### config.mk
export PLATFORM = sky130hd
export DESIGN_NAME = debug_uart_rx
export DESIGN_NICKNAME = d
export VERILOG_FILES = /design/src/rtl/debug_uart_rx.sv
export SDC_FILE = /design/constraint.sdc
export NUM_CORES = 1
export LEC_CHECK = 0
export BUFFER_PORTS_ARGS = -buffer_cell sky130_fd_sc_hd__clkbuf_2
export CAP_MARGIN = 20
export CORE_MARGIN = 8
export CORE_UTILIZATION = 55
export CTS_CLUSTER_SIZE = 30
export DETAILED_ROUTE_END_ITERATION = 12
export GPL_TIMING_DRIVEN = 0
export PLACE_DENSITY = 0.77
export SYNTH_ARGS = -nofsm -noshare
export SYNTH_HDL_FRONTEND = slang
export SYNTH_SLANG_ARGS = --single-unit
### constraint.sdc
create_clock -name clk -period 3.9 [get_ports clk]
set_clock_uncertainty 0.05 [all_clocks]
set_input_delay 0.195 -clock clk [delete_from_list [all_inputs] [get_ports clk]]
set_output_delay 0.195 -clock clk [all_outputs]
set_load 0.03 [all_outputs]
### src/rtl/debug_uart_rx.sv
`default_nettype none
// ============================================================================
// Module   : debug_uart_rx
// Brief    : 8N1 serial receiver with first-word fall-through byte FIFO,
//            sticky overrun/frame-error flags and a level interrupt.
// Revision : 1.0 - initial release
// ============================================================================
module debug_uart_rx #(
  parameter int CLK_HZ     = 27_000_000,
  parameter int BIT_RATE   = 9600,
  parameter int FIFO_DEPTH = 4
) (
  input  logic                          clk,
  input  logic                          rst,
  input  logic                          uart_rxd,
  input  logic                          rx_pop,
  input  logic                          err_clr,
  output logic [7:0]                    rx_data,
  output logic                          rx_valid,
  output logic [$clog2(FIFO_DEPTH):0]   rx_count,
  output logic                          overrun,
  output logic                          frame_err,
  output logic                          irq
);

  localparam int c_CPB  = CLK_HZ / BIT_RATE;
  localparam int c_HALF = c_CPB / 2;
  localparam int c_CW   = (c_CPB > 1) ? $clog2(c_CPB) : 1;
  localparam int c_AW   = (FIFO_DEPTH > 1) ? $clog2(FIFO_DEPTH) : 1;
  localparam int c_NW   = c_AW + 1;

  localparam logic [c_CW-1:0] c_CNT_HALF = c_CW'(c_HALF - 1);
  localparam logic [c_CW-1:0] c_CNT_LAST = c_CW'(c_CPB - 1);
  localparam logic [c_NW-1:0] c_FULL     = c_NW'(FIFO_DEPTH);

  typedef enum logic [2:0] {
    S_IDLE  = 3'd0,
    S_START = 3'd1,
    S_DATA  = 3'd2,
    S_STOP  = 3'd3,
    S_BREAK = 3'd4
  } state_t;

  logic            sync1_q, sync2_q;
  logic            line;
  state_t          state_q;
  logic [c_CW-1:0] cnt_q;
  logic [2:0]      bit_idx_q;
  logic [7:0]      shift_q;
  logic            push_q;
  logic            frame_err_q;

  logic [7:0]      mem_q [FIFO_DEPTH];
  logic [c_AW-1:0] wr_ptr_q, wr_ptr_d;
  logic [c_AW-1:0] rd_ptr_q, rd_ptr_d;
  logic [c_NW-1:0] count_q, count_d;
  logic            overrun_q, overrun_d;
  logic            pop_ok, push_ok;

  // Synchroniser resets to the idle level so reset never looks like a start bit.
  always_ff @(posedge clk) begin
    if (rst) begin
      sync1_q <= 1'b1;
      sync2_q <= 1'b1;
    end else begin
      sync1_q <= uart_rxd;
      sync2_q <= sync1_q;
    end
  end

  assign line = sync2_q;

  always_ff @(posedge clk) begin
    if (rst) begin
      state_q     <= S_IDLE;
      cnt_q       <= '0;
      bit_idx_q   <= 3'd0;
      shift_q     <= 8'h00;
      push_q      <= 1'b0;
      frame_err_q <= 1'b0;
    end else begin
      push_q <= 1'b0;
      if (err_clr) frame_err_q <= 1'b0;
      case (state_q)
        S_IDLE: begin
          cnt_q <= '0;
          if (!line) state_q <= S_START;
        end
        S_START: begin
          if (cnt_q == c_CNT_HALF) begin
            cnt_q     <= '0;
            bit_idx_q <= 3'd0;
            state_q   <= line ? S_IDLE : S_DATA;
          end else begin
            cnt_q <= cnt_q + c_CW'(1);
          end
        end
        S_DATA: begin
          if (cnt_q == c_CNT_LAST) begin
            cnt_q              <= '0;
            shift_q[bit_idx_q] <= line;
            bit_idx_q          <= bit_idx_q + 3'd1;
            if (bit_idx_q == 3'd7) state_q <= S_STOP;
          end else begin
            cnt_q <= cnt_q + c_CW'(1);
          end
        end
        S_STOP: begin
          if (cnt_q == c_CNT_LAST) begin
            cnt_q <= '0;
            if (line) begin
              push_q  <= 1'b1;
              state_q <= S_IDLE;
            end else begin
              frame_err_q <= 1'b1;
              state_q     <= S_BREAK;
            end
          end else begin
            cnt_q <= cnt_q + c_CW'(1);
          end
        end
        S_BREAK: begin
          cnt_q <= '0;
          if (line) state_q <= S_IDLE;
        end
        default: begin
          cnt_q   <= '0;
          state_q <= S_IDLE;
        end
      endcase
    end
  end

  // A pop frees the head slot first, so a push into a full FIFO can still land.
  always_comb begin
    pop_ok    = rx_pop && (count_q != '0);
    push_ok   = push_q && ((count_q != c_FULL) || pop_ok);
    wr_ptr_d  = push_ok ? wr_ptr_q + c_AW'(1) : wr_ptr_q;
    rd_ptr_d  = pop_ok  ? rd_ptr_q + c_AW'(1) : rd_ptr_q;
    count_d   = count_q + c_NW'(push_ok) - c_NW'(pop_ok);
    overrun_d = err_clr ? 1'b0 : overrun_q;
    if (push_q && !push_ok) overrun_d = 1'b1;
  end

  always_ff @(posedge clk) begin
    if (rst) begin
      wr_ptr_q  <= '0;
      rd_ptr_q  <= '0;
      count_q   <= '0;
      overrun_q <= 1'b0;
    end else begin
      wr_ptr_q  <= wr_ptr_d;
      rd_ptr_q  <= rd_ptr_d;
      count_q   <= count_d;
      overrun_q <= overrun_d;
    end
  end

  always_ff @(posedge clk) begin
    if (push_ok) mem_q[wr_ptr_q] <= shift_q;
  end

  assign rx_data   = (count_q != '0) ? mem_q[rd_ptr_q] : 8'h00;
  assign rx_valid  = (count_q != '0);
  assign rx_count  = count_q;
  assign overrun   = overrun_q;
  assign frame_err = frame_err_q;
  assign irq       = rx_valid;

endmodule
`default_nettype wire

# Yosys cells after proc, flatten, opt, wreduce, memory -nomap -nowiden
# Memories as Yosys holds them, arrays and structs flattened. A register that Yosys moved wholly into a read port is not among the register bits.
# Index checks and enable logic that the tools add are counted.
[word_totals]
register_bits = 38
ram_bits = 32
out_inout_bits = 15
word_cells = 82
memories = 1
[classes]
n_addsub = 6
n_lt_le_gt_ge = 2
n_eq_ne = 14
muxes = 30
n_bitwise = 2
reduce_logical = 15
[mem_list]
columns = ["name", "words", "width", "read_ports", "rd_ports_with_merged_regs", "write_ports", "line_no", "rtl"]
rows = [
  ["mem_q", 4, 8, 1, 1, 1, "53", "logic [7:0] mem_q [FIFO_DEPTH];"],
]
[ops]
columns = ["op", "count"]
rows = [
  ["3-bit two-way mux", 9],
  ["12-bit two-way mux", 2],
  ["12-bit case mux with 2 select lines", 1],
  ["3-bit case mux with 5 select lines", 1],
  ["12-bit by 1-bit adder with 12-bit output (second input constant)", 1],
  ["12-bit by 11-bit equality test with 1-bit output (second input constant)", 1],
  ["12-bit equality test (second input constant)", 1],
  ["2-bit inequality test (second input constant)", 6],
  ["1-bit two-way mux", 10],
  ["8-bit bitwise mux", 1],
  ["8-bit two-way mux", 1],
  ["3-bit by 2-bit equality test with 1-bit output (second input constant)", 2],
  ["3-bit equality test (second input constant)", 2],
  ["2-bit two-way mux", 3],
  ["3-bit case mux with 2 select lines", 1],
  ["6-bit AND reduction", 1],
  ["2-bit by 1-bit adder with 2-bit output (second input constant)", 2],
  ["1-bit logical AND", 4],
  ["3-bit by 4-bit < comparator with 1-bit output (second input constant)", 1],
  ["2-bit nonzero test", 2],
  ["3-bit by 1-bit adder with 3-bit output", 1],
  ["3-bit by 1-bit adder with 3-bit output (second input constant)", 1],
  ["1-bit demux with 3-bit select", 1],
  ["3-bit by 1-bit equality test with 1-bit output (second input constant)", 1],
  ["12 further kinds", 13],
]

# Logic depth before layout (Yosys ltp)
# Gate-level depths: netlist of run 1.
[depth]
ltp_word = 7
ltp_mapped = 11

# Least setup slack after synthesis of run 1
# No wires, ideal clock.
[synth_timing]
path_kind = "register to register"
startpoint = "register count_q[2], in the netlist rx_count[2]"
endpoint = "register count_q[2], in the netlist rx_count[2]"
setup_time_ns = 0.128
arrival_time_ns = 2.142
required_time_ns = 3.722
setup_slack_ns = 1.580
path_stages_with_launch = 12
n_path_buf = 1
period_less_slack_ns = 2.320
path_cell_list = "dfxtp_1 nor4b_1 nor2b_1 clkbuf_1 inv_1 ha_1 inv_1 ha_1 inv_1 fa_1 xnor2_1 nor2_1"
[synth_between]
elab_chain_cells = 6
word_cells_on_any_way = 7
cone_classes = "add/sub: 2; eq/ne: 1; reduce/logical: 4"
[synth_rtl]
columns = ["item", "line_no", "rtl"]
rows = [
  ["start, declared", "56", "logic [c_NW-1:0] count_q, count_d;"],
  ["start signal, assigned", "154", "count_q <= count_d;"],
  ["3-bit nonzero test", "136", "pop_ok = rx_pop && (count_q != '0);"],
  ["1-bit logical AND", "136", ""],
  ["1-bit logical OR", "137", "push_ok = push_q && ((count_q != c_FULL) || pop_ok);"],
  ["1-bit logical AND", "137", ""],
  ["3-bit by 1-bit adder with 3-bit output", "140", "count_d = count_q + c_NW'(push_ok) - c_NW'(pop_ok);"],
  ["3-bit by 1-bit subtractor with 3-bit output (*)", "140", ""],
]
# Mark *: on every way between the ends. The rest lies on a longest branch, timed or not.
# A chain may end at the register's enable or synchronous reset.

# Final worst setup path of run 1
[layout_timing]
startpoint = "register count_q[1], in the netlist rx_count[1]"
endpoint = "register count_q[2], in the netlist rx_count[2]"
# The elaborated chain is that of the path after synthesis.

==> results of run 1 <==
what timing repair did:
action | in CTS | in global routing
buffers inserted | 0 | 0
hold buffers | 1 | 0
endpoints found under the hold margin | 1 | 0
path summary, 6_finish.rpt:
check              start          end  slack (ps)  depth (start not counted)
max reg2reg  rx_count[1]  rx_count[2]        1490                         11
min reg2reg      sync1_q         line         370                          1
min              err_clr    frame_err          90                          3
max          rx_count[1]  rx_count[2]        1490                         11
power groups by stage:
stage	clock network [uW]	registers [uW]	logic [uW]
detailed placement	0	800	20.3
global placement	0	800	19.9
floorplan	0	800	14.4
CTS	667	782	21.1
global route	694	782	23.1
finish	652	782	21.2
layout make-up:
| cell class | instances | share of cell area, % |
|---|---|---|
| Multi-Input combinational cell | 169 | 35.80 |
| Sequential cell | 72 | 48.84 |
| Clock buffer | 9 | 3.434 |
| Buffer | 19 | 2.983 |
| Clock inverter | 7 | 2.844 |
| Timing Repair Buffer | 19 | 2.775 |
| Tap cell | 72 | 2.497 |
| Inverter | 8 | 0.8325 |
flip-flops by register name, indices dropped and copies added, names as in the netlist, named ones only:
register   count
mem_q         32
cnt_q         12
shift_q        8
bit_idx_q      3
rx_count       3
state_q        3
rd_ptr_q       2
wr_ptr_q       2
frame_err      1
line           1
overrun        1
push_q         1
sync1_q        1
critical path, cell delays in order, from the launching register on:
cell and delay (ps):
dfxtp_1 380, nor4b_1 450, nor2b_1 90, clkbuf_1 200, inv_1 90, ha_1 230, inv_1 60, ha_1 120
inv_1 50, fa_1 370, xnor2_1 160, nor2_1 50
cells by family after synthesis:
kind of cell / share of synthesized area (%)
AND/OR/NAND/NOR: 18.78
flip-flops: 55.22
AO/OA/AOI/OAI: 6.431
buffers and inverters: 4.313
XOR/XNOR: 4.118
multiplexers: 6.588
adder cells (fa/ha/maj): 4.549
cells in the final DEF (no fill, tap or decap), drive strengths merged, types with 2 or more instances in the layout:
master / netlist / layout
and4: 2 / 2
nor4b: 3 / 3
nor2: 24 / 24
nor3: 4 / 4
a211oi: 2 / 2
mux4: 8 / 8
and4bb: 2 / 2
xor2: 8 / 8
nand2: 7 / 7
o31ai: 2 / 2
a31oi: 2 / 2
ha: 10 / 10
clkinv: 0 / 2
inv: 8 / 10
nand3: 7 / 7
a21oi: 15 / 15
nor2b: 6 / 6
clkbuf: 9 / 36
mux2i: 3 / 3
dfxtp: 40 / 40
bufinv: 0 / 2
or3: 2 / 2
and2: 16 / 16
nand4: 15 / 15
and4b: 2 / 2
edfxtp: 32 / 32
nand2b: 3 / 3
o21ai: 7 / 7
or2: 2 / 2
buf: 10 / 10
and3: 3 / 3
xnor2: 7 / 7
through the flow:
step           worst slack (ps)  util (%)  std cells  hold slack (ps)
2_1_floorplan              1580         -        268            248.8
5_1_grt                    1310     65.11        375            94.68
3_5_place_dp               1488     60.84        358            336.6
6_report                   1492     65.11        375            85.56
4_1_cts                    1459     65.11        375            73.43
3_3_place_gp               1536     60.84        358            331.6
per-layer routing:
metal,global-route usage (%),vias to the layer above,wire length [um]
met5,0,-,0
met4,8.322,0,112
met3,3.097,10,240
met2,22.29,36,2618
met1,16.40,950,2578
li1,-,1027,-
==> results.py, run 1 <==
metrics = {
    "run_status": {
        "status": "complete, no violations",
    },
    "critical_path": {
        "crit_arrival_ps": 2580,
        "worstSetupPathType": "flip-flop to flip-flop",
        "required_ps": 4080,
        "worstSetupStartpointType": "flip-flop",
        "worst-path-max-fanout": 7,
        "cp-end-kind": "flip-flop",
    },
    "logic_synthesis": {
        "syn_nets": 284,
        "yosys.cell_types.count": 43,
        "synthTopCellsByCount": "dfxtp_1, edfxtp_1, nor2_1",
        "synth_top_area_share_pct": 30.12,
        "syn_inst": 268,
        "synth_top_cell_by_area": "edfxtp_1",
        "ys.flop_type": "dfxtp_1",
        "synth_warnings": 0,
        "synth_seq_cells": 72,
        "synth-edff-count": 32,
        "syn-mean-instance-area_um2": 11.91,
        "syn_area_mm2": 0.003191,
        "ys_top_cells_by_area": "edfxtp_1, dfxtp_1, mux4_2",
        "ys_seq_area_share_pct": 55.22,
        "async_flop_share_pct": 0,
        "yosysMostFrequentCell": "dfxtp_1",
    },
    "timing": {
        "slew_violations": 0,
        "hold_viol_final": 0,
        "final.setup.tns_ps": 0,
        "slew_headroom_pct": 66.45,
        "finalSetupViolations": 0,
        "period_share_pct": 61.73,
        "rsz0062_at_grt": "no",
        "worst_pin_slew_ps": 503.3,
        "period_minus_slack_ps": 2408,
        "max_freq_mhz": 415.4,
    },
    "clocking": {
        "clockBufferDepth": 2,
        "cts_tree": "yes",
        "clkTransAtPathRegs_ps": 80,
        "cts_resized": 0,
        "htreeDepth": 3,
        "cts_sinks": 72,
        "clk_root_buffer_cell": "clkbuf_8",
        "insertion_delay_ps": 340,
        "numCtsBuffers": 9,
    },
    "global_routing": {
        "grt-ovfl-total": 0,
        "grt_pass1_wl_mm": 9.363,
        "track_usage_pct": 13.78,
        "antenna_found_initial": 0,
        "grt_max_degree": 15,
        "grt_pass1_vias": 2027,
    },
    "power": {
        "p_sw_share_pct": 20.55,
        "vdd.ir_drop.worst_uv": 246.0,
        "p_leak_uw": 0.001291,
        "finalPower_uw": 1455,
        "power_frac_comb_pct": 1.5,
        "internal_power_uw": 1156,
        "power_density_mw_per_mm2": 403.4,
        "switching_power_uw": 299.0,
        "clkPwrFrac_pct": 44.8,
        "sequentialPowerShare_pct": 53.8,
    },
    "drt": {
        "wire_per_inst_um": 14.80,
        "drc": 0,
        "via_per_inst": 5.395,
        "routed_wirelength_mm": 5.550,
        "vias": 2023,
        "detail_route.iter0.violations": 100,
        "detail-route-antenna-nets": 0,
        "firstDrtPassIters": 4,
    },
    "hold_path": {
        "hold_path_class": "primary input to flip-flop",
    },
    "cells_and_area": {
        "ff_latch_area_mm2": 0.001762,
        "num-fill-cells": 423,
        "final_area_mm2": 0.003607,
        "num_antenna_cells": 0,
        "multiInputGateArea_mm2": 0.001291,
        "finalNetCount": 314,
        "area_growth_pct": 13.06,
        "drive_above_1_share_pct": 21.12,
    },
    "placed_design": {
        "dp_hpwl_mm": 3.813,
        "gp_congestion": 0.7824,
        "dpl_cell_area_mm2": 0.003371,
        "numPortBuffers": 18,
    },
    "floorplan": {
        "die_x_um": 92.17,
        "die_h_um": 92.17,
        "io_pins": 20,
        "dieArea_mm2": 0.008494,
        "coreArea_mm2": 0.005540,
        "initial_utilization_pct": 57.59,
        "rows": 27,
    },
    "run": {
        "cap_violations": 0,
    },
}
Power figures use the tool's default switching activity.
==> run 2: changes to the inputs <==
Settings changed: ABC_AREA from default to 1, CORE_UTILIZATION 55 to 54, PLACE_DENSITY 0.77 to 0.79.
Clock period 3.9 ns to 2 ns, I/O delays scaled along.
==> results.py, run 2 <==
metrics = {
    "power": {
        "switching_power_uw": 1683,
        "internal_power_uw": 2598,
        "clkPwrFrac_pct": 23.0,
        "power_frac_comb_pct": 36.3,
        "p_sw_share_pct": 39.31,
        "vdd.ir_drop.worst_uv": 801.8,
        "sequentialPowerShare_pct": 40.7,
        "power_density_mw_per_mm2": 1118,
        "p_leak_uw": 0.001434,
    },
    "hold_path": {
        "hold_start": "rx_pop",
        "hold_depth": 4,
        "hold_path_end": "rd_ptr_q[0]",
        "hold_path_class": "primary input to flip-flop",
    },
    "logic_synthesis": {
        "syn_area_mm2": 0.003342,
        "synth_mux_area_share_pct": 0,
        "ys.flop_type": "dfxtp_1",
        "synth_top_area_share_pct": 28.75,
        "yosys.cell_types.count": 35,
        "syn-mean-instance-area_um2": 8.888,
        "synth-edff-count": 32,
        "ys_top_cells_by_area": "edfxtp_1, dfxtp_1, nor2_1",
        "synth_fa_ha_area_share_pct": 4.343,
        "synth_warnings": 0,
        "async_flop_share_pct": 0,
        "synth_top_cell_by_area": "edfxtp_1",
        "synth_top_family_by_area": "simple AND/OR/NAND/NOR gates",
        "syn_nets": 392,
        "synthXorXnorAreaFrac_pct": 1.310,
        "synth_seq_cells": 72,
        "yosysMostFrequentCell": "nor2_1",
        "ys_seq_area_share_pct": 52.71,
        "synthTopCellsByCount": "nor2_1, inv_1, nand2_1",
        "synth_compound_area_share_pct": 9.584,
        "yosys.area_share.simple_pct": 25.05,
        "syn_inst": 376,
    },
    "floorplan": {
        "die_h_um": 94.67,
        "initial_utilization_pct": 56.11,
        "io_pins": 20,
        "coreArea_mm2": 0.005956,
        "dieArea_mm2": 0.008962,
        "die_x_um": 94.67,
        "rows": 28,
    },
    "clocking": {
        "cts_sinks": 72,
        "numCtsBuffers": 9,
        "insertion_delay_ps": 350,
        "htreeDepth": 3,
        "cts_tree": "yes",
        "clk_root_buffer_cell": "clkbuf_8",
        "clkTransAtPathRegs_ps": 70,
        "clockBufferDepth": 2,
    },
    "drt": {
        "wire_per_inst_um": 13.06,
        "detail-route-antenna-nets": 0,
        "drc": 0,
        "detail_route.iter0.violations": 111,
        "m1WireLength_mm": 2.942,
        "firstDrtPassIters": 4,
        "vias": 2521,
        "wl_met3_um": 257,
        "routed_wirelength_mm": 6.441,
        "via_per_inst": 5.114,
        "top_layer": "met4",
        "wl_met2_mm": 3.150,
    },
    "cells_and_area": {
        "area_growth_pct": 14.60,
        "final_cell_mix": "nor2_1, nand2_1, inv_1, dfxtp_1, edfxtp_1",
        "largest_reg_flops": 32,
        "finalNonFillerCells": 493,
        "final_common_cell": "nor2_1",
        "largest_register": "mem_q",
        "drive_above_1_share_pct": 24.40,
        "finalNetCount": 429,
        "largestRegisters": "mem_q: 32 flops, cnt_q: 12 flops, shift_q: 8 flops",
        "num_antenna_cells": 0,
    },
    "critical_path": {
        "crit_arrival_ps": 2150,
        "worstSetupPathType": "flip-flop to flip-flop",
        "reg2reg_depth": 9,
        "cp_slowest_stage_delay_ps": 500,
        "r2r_start": "rx_count[0]",
        "reg2reg_slack_ps": 20,
        "worst-path-buf-inv": 3,
        "required_ps": 2170,
        "crit_family": "adder cells",
        "reg2reg_to": "rx_count[1]",
        "worst-path-max-fanout": 5,
        "worstSetupStartpointType": "flip-flop",
        "critPathSlowestCell": "fa_2",
        "cp-end-kind": "flip-flop",
        "path_cells": "buf_4 -> nor3_4 -> nor2_4 -> ha_4 -> inv_2 -> ha_4 -> inv_2 -> fa_2 -> nor2_1",
    },
    "timing": {
        "max_freq_mhz": 505.4,
        "finalSetupViolations": 0,
        "worst_pin_slew_ps": 716.5,
        "slew_headroom_pct": 52.05,
        "period_minus_slack_ps": 1979,
        "period_share_pct": 98.93,
        "slew_violations": 0,
        "hold_viol_final": 0,
        "layout_setup_ws_ps": 21.35,
        "rsz0062_at_grt": "yes",
    },
    "run": {
        "cap_violations": 0,
    },
    "placed_design": {
        "dp_cells": 469,
        "dp_hpwl_mm": 4.433,
        "numPortBuffers": 18,
        "post-place-ws_ps": -248.2,
        "gp_congestion": 0.8824,
    },
    "global_routing": {
        "antenna_found_initial": 0,
        "grt_max_degree": 17,
        "grt-ovfl-total": 0,
        "track_usage_pct": 15.10,
        "grt_pass1_wl_mm": 10.54,
        "grt_pass1_vias": 2384,
    },
    "run_status": {
        "status": "complete, no violations",
    },
}
## run 2: cell types whose count changed after synthesis, moves of 10 or more
cell,change
nand2_1,+34
and2_1,-14
inv_1,+36
nor2_1,+41
nor2_2,+10
a21oi_1,+15
nand4_1,-13
o21ai_0,+18
## run 2: cell families (layout without fill, tap and decap cells)
kind of cell    after synthesis  after routing
buf+inv                      58            100
fa+ha+maj                    11             11
flops                        72             72
xor+xnor                      5              5
simple gates                171            171
compound gates               59             59
## run 2: layout make-up
type                    count  area (um^2)
plain buffers               8        48.80
clock inverters             6        37.54
inverters                  48        180.2
flip-flops and latches     72         1772
well taps                  75        93.84
clock buffers              10        127.6
multi-input cells         246         1398
fillers                   482         2126
repair buffers             28        172.7
## run 2: routing by layer
| metal | GRT usage, % | vias to the layer above |
|---|---|---|
| li1 | - | 1306 |
| met1 | 18.34 | 1164 |
| met2 | 24.28 | 43 |
| met3 | 3.730 | 8 |
| met4 | 8.062 | 0 |
| met5 | 0 | - |
## run 2: worst reg2reg max path: stages (launching register included)
cell and delay, ps:
dfxtp_4 370, buf_4 140, nor3_4 220, nor2_4 80
ha_4 240, inv_2 70, ha_4 120, inv_2 30
fa_2 500, nor2_1 40
## run 2: timing repair
| action | in CTS | in global routing |
|---|---|---|
| setup endpoints to repair | 10 | 10 |
| hold buffers | 2 | 0 |
| gates resized for setup | 1 | 15 |
| setup buffers | 2 | 6 |
| pin swaps | 2 | 3 |
| endpoints found under the hold margin | 3 | 0 |
## run 2: per-stage QoR
stage	TNS [ps]	hold slack, ps	total power (uW)	instance area (um^2)	util [%]
after floorplan	0	153.8	2839	3362	-
after global placement	-378.1	238.1	3160	3546	59.54
after detailed placement	-453.4	240.0	3198	3546	59.54
after CTS	-25.51	65.36	4192	3741	62.82
after global routing	-27.69	124.8	4529	3830	64.31
final	0	122.3	4281	3830	64.31
## run 2: worst max path at each step
stage                 from           to  slack, ps  cells past startpoint
6_report       rx_count[0]  rx_count[1]         20                      9
5_1_grt        rx_count[1]  rx_count[1]        -20                     10
4_1_cts        rx_count[1]  rx_count[1]        -30                     10
3_5_place_dp   rx_count[0]  rx_count[2]       -250                     10
3_3_place_gp   rx_count[0]  rx_count[2]       -210                     10
2_1_floorplan  rx_count[1]  rx_count[2]          2                     12
## run 2: power by group through the flow
stage | clock network [uW] | registers, uW | logic [uW]
2_1_floorplan | 0 | 1810 | 1030
3_3_place_gp | 0 | 1760 | 1400
3_5_place_dp | 0 | 1770 | 1430
4_1_cts | 1000 | 1750 | 1440
5_1_grt | 1060 | 1760 | 1710
6_report | 983 | 1740 | 1550
==> run 3: changes to the inputs <==
Settings changed: REMOVE_ABC_BUFFERS from default to 1.
==> results.py, run 3 (synthesis results as in run 2) <==
metrics = {
    "run_status": {
        "status": "complete, no violations",
    },
    "critical_path": {
        "reg2reg_depth": 10,
        "worstSetupPathType": "flip-flop to flip-flop",
        "r2r_start": "rx_count[1]",
        "cp-end-kind": "flip-flop",
        "crit_family": "adder cells",
        "worst-path-max-fanout": 3,
        "cp.depth": 10,
        "reg2reg_slack_ps": 60,
        "required_ps": 2180,
        "crit_path_end": "rx_count[1]",
        "reg2reg_to": "rx_count[1]",
        "critPathSlowestCell": "fa_2",
        "path_cells": "nor2_1 -> and3_1 -> nor2_2 -> inv_2 -> ha_4 -> inv_2 -> ha_4 -> inv_1 -> fa_2 -> nor2_1",
        "worst-path-buf-inv": 3,
        "cp_slowest_stage_delay_ps": 510,
        "timing.critical_path.from": "rx_count[1]",
        "crit_arrival_ps": 2120,
        "worstSetupStartpointType": "flip-flop",
    },
    "cells_and_area": {
        "num_antenna_cells": 0,
        "finalNonFillerCells": 487,
        "final_area_mm2": 0.003824,
        "largest_reg_flops": 32,
        "num-fill-cells": 469,
        "finalNetCount": 423,
        "area_growth_pct": 14.41,
        "final_common_cell": "nor2_1",
        "largestRegisters": "mem_q: 32 flops, cnt_q: 12 flops, shift_q: 8 flops",
        "largest_register": "mem_q",
        "drive_above_1_share_pct": 23.79,
        "final_cell_mix": "nor2_1, inv_1, nand2_1, dfxtp_1, edfxtp_1",
    },
    "clocking": {
        "clk_root_buffer_cell": "clkbuf_8",
        "insertion_delay_ps": 340,
        "htreeDepth": 3,
        "cts_sinks": 72,
        "cts_tree": "yes",
        "numCtsBuffers": 9,
        "clockBufferDepth": 2,
        "clkTransAtPathRegs_ps": 80,
    },
    "drt": {
        "wire_per_inst_um": 12.29,
        "firstDrtPassIters": 5,
        "detail_route.iter0.violations": 90,
        "via_per_inst": 5.119,
        "routed_wirelength_mm": 5.985,
        "vias": 2493,
        "detail-route-antenna-nets": 0,
        "drc": 0,
    },
    "placed_design": {
        "dp_hpwl_mm": 4.154,
        "dpl_cell_area_mm2": 0.003477,
        "dp_cells": 460,
        "gp_congestion": 0.8423,
        "numPortBuffers": 19,
        "post-place-ws_ps": -601.4,
    },
    "floorplan": {
        "dieArea_mm2": 0.008962,
        "initial_utilization_pct": 56.11,
        "rows": 28,
        "coreArea_mm2": 0.005956,
        "die_x_um": 94.67,
        "die_h_um": 94.67,
        "io_pins": 20,
    },
    "power": {
        "power_density_mw_per_mm2": 1155,
        "p_sw_share_pct": 38.53,
        "vdd.ir_drop.worst_uv": 818.4,
        "p_leak_uw": 0.001422,
        "sequentialPowerShare_pct": 40.0,
        "power_frac_comb_pct": 33.9,
        "internal_power_uw": 2714,
        "clkPwrFrac_pct": 26.1,
        "switching_power_uw": 1702,
        "finalPower_uw": 4416,
    },
    "timing": {
        "finalSetupViolations": 0,
        "period_share_pct": 97.06,
        "hold_viol_final": 0,
        "slew_violations": 0,
        "period_minus_slack_ps": 1941,
        "layout_setup_ws_ps": 58.80,
        "max_freq_mhz": 515.1,
        "slew_headroom_pct": 50.02,
        "worst_pin_slew_ps": 747.0,
    },
    "global_routing": {
        "antenna_found_initial": 0,
        "grt-ovfl-total": 0,
        "grt_pass1_wl_mm": 10.30,
        "track_usage_pct": 14.55,
        "grt_max_degree": 19,
        "grt_pass1_vias": 2399,
    },
    "run": {
        "cap_violations": 0,
    },
    "hold_path": {
        "hold_depth": 4,
        "hold_path_class": "primary input to flip-flop",
    },
}
==> run 3: how the worst min path moves through the flow <==
| stage | from | to | slack [ps] |
|---|---|---|---|
| final | rx_pop | flip-flop | 130 |
| after CTS | rx_pop | flip-flop | 80 |
| after global placement | uart_rxd | sync1_q | 230 |
| after detailed placement | uart_rxd | sync1_q | 240 |
| after global routing | rx_pop | flip-flop | 140 |
| after floorplan | rst | frame_err | 120 |
==> run 3: final cells by class <==
class	count	area [um^2]	area share [%]
inverters	48	180.2	4.712
multi-input cells	246	1390	36.35
flip-flops and latches	72	1773	46.37
well taps	75	93.84	2.454
repair buffers	30	182.7	4.777
clock buffers	9	123.9	3.240
clock inverters	7	80.08	2.094
==> run 3: power by group through the flow <==
stage,clock network [uW],logic (uW),registers [uW]
after floorplan,0,936,1810
after CTS,1170,1440,1760
after global placement,0,1280,1780
after global routing,1230,1660,1780
after detailed placement,0,1300,1790
final,1150,1500,1770
==> run 3: metal layers <==
metal | GRT usage (%) | vias to the layer above | share of wire (%) | wire [um]
met5 | 0 | - | 0 | 0
met4 | 7.802 | 0 | 2.0 | 120
met3 | 2.619 | 10 | 4.3 | 260
met2 | 24.45 | 41 | 47 | 2816
met1 | 17.36 | 1139 | 47 | 2788
li1 | - | 1303 | - | -
==> run 3: repair_timing <==
item                       in CTS  in global routing
gates resized for setup        14                  6
hold buffers                    2                  0
pin swaps                       2                  2
gates cloned                    0                  0
hold endpoints to repair        3                  0
setup endpoints to repair      36                 40
setup buffers                   6                  3
==> run 3: through the flow <==
step	setup TNS, ps	hold WS (ps)	util (%)
finish	0	125.0	64.20
global route	-131.1	142.5	64.20
CTS	0	83.77	63.55
detailed placement	-1400	238.3	58.38
global placement	-1327	233.4	58.38
floorplan	-507.2	119.1	-
==> run 3: worst register-to-register path: cells and delay by family, from the launching register on <==
kind / cells / cell delay (ps)
AND/OR/NAND/NOR: 4 / 380
buffers and inverters: 3 / 170
flip-flops: 1 / 360
adder cells (fa/ha/maj): 3 / 850
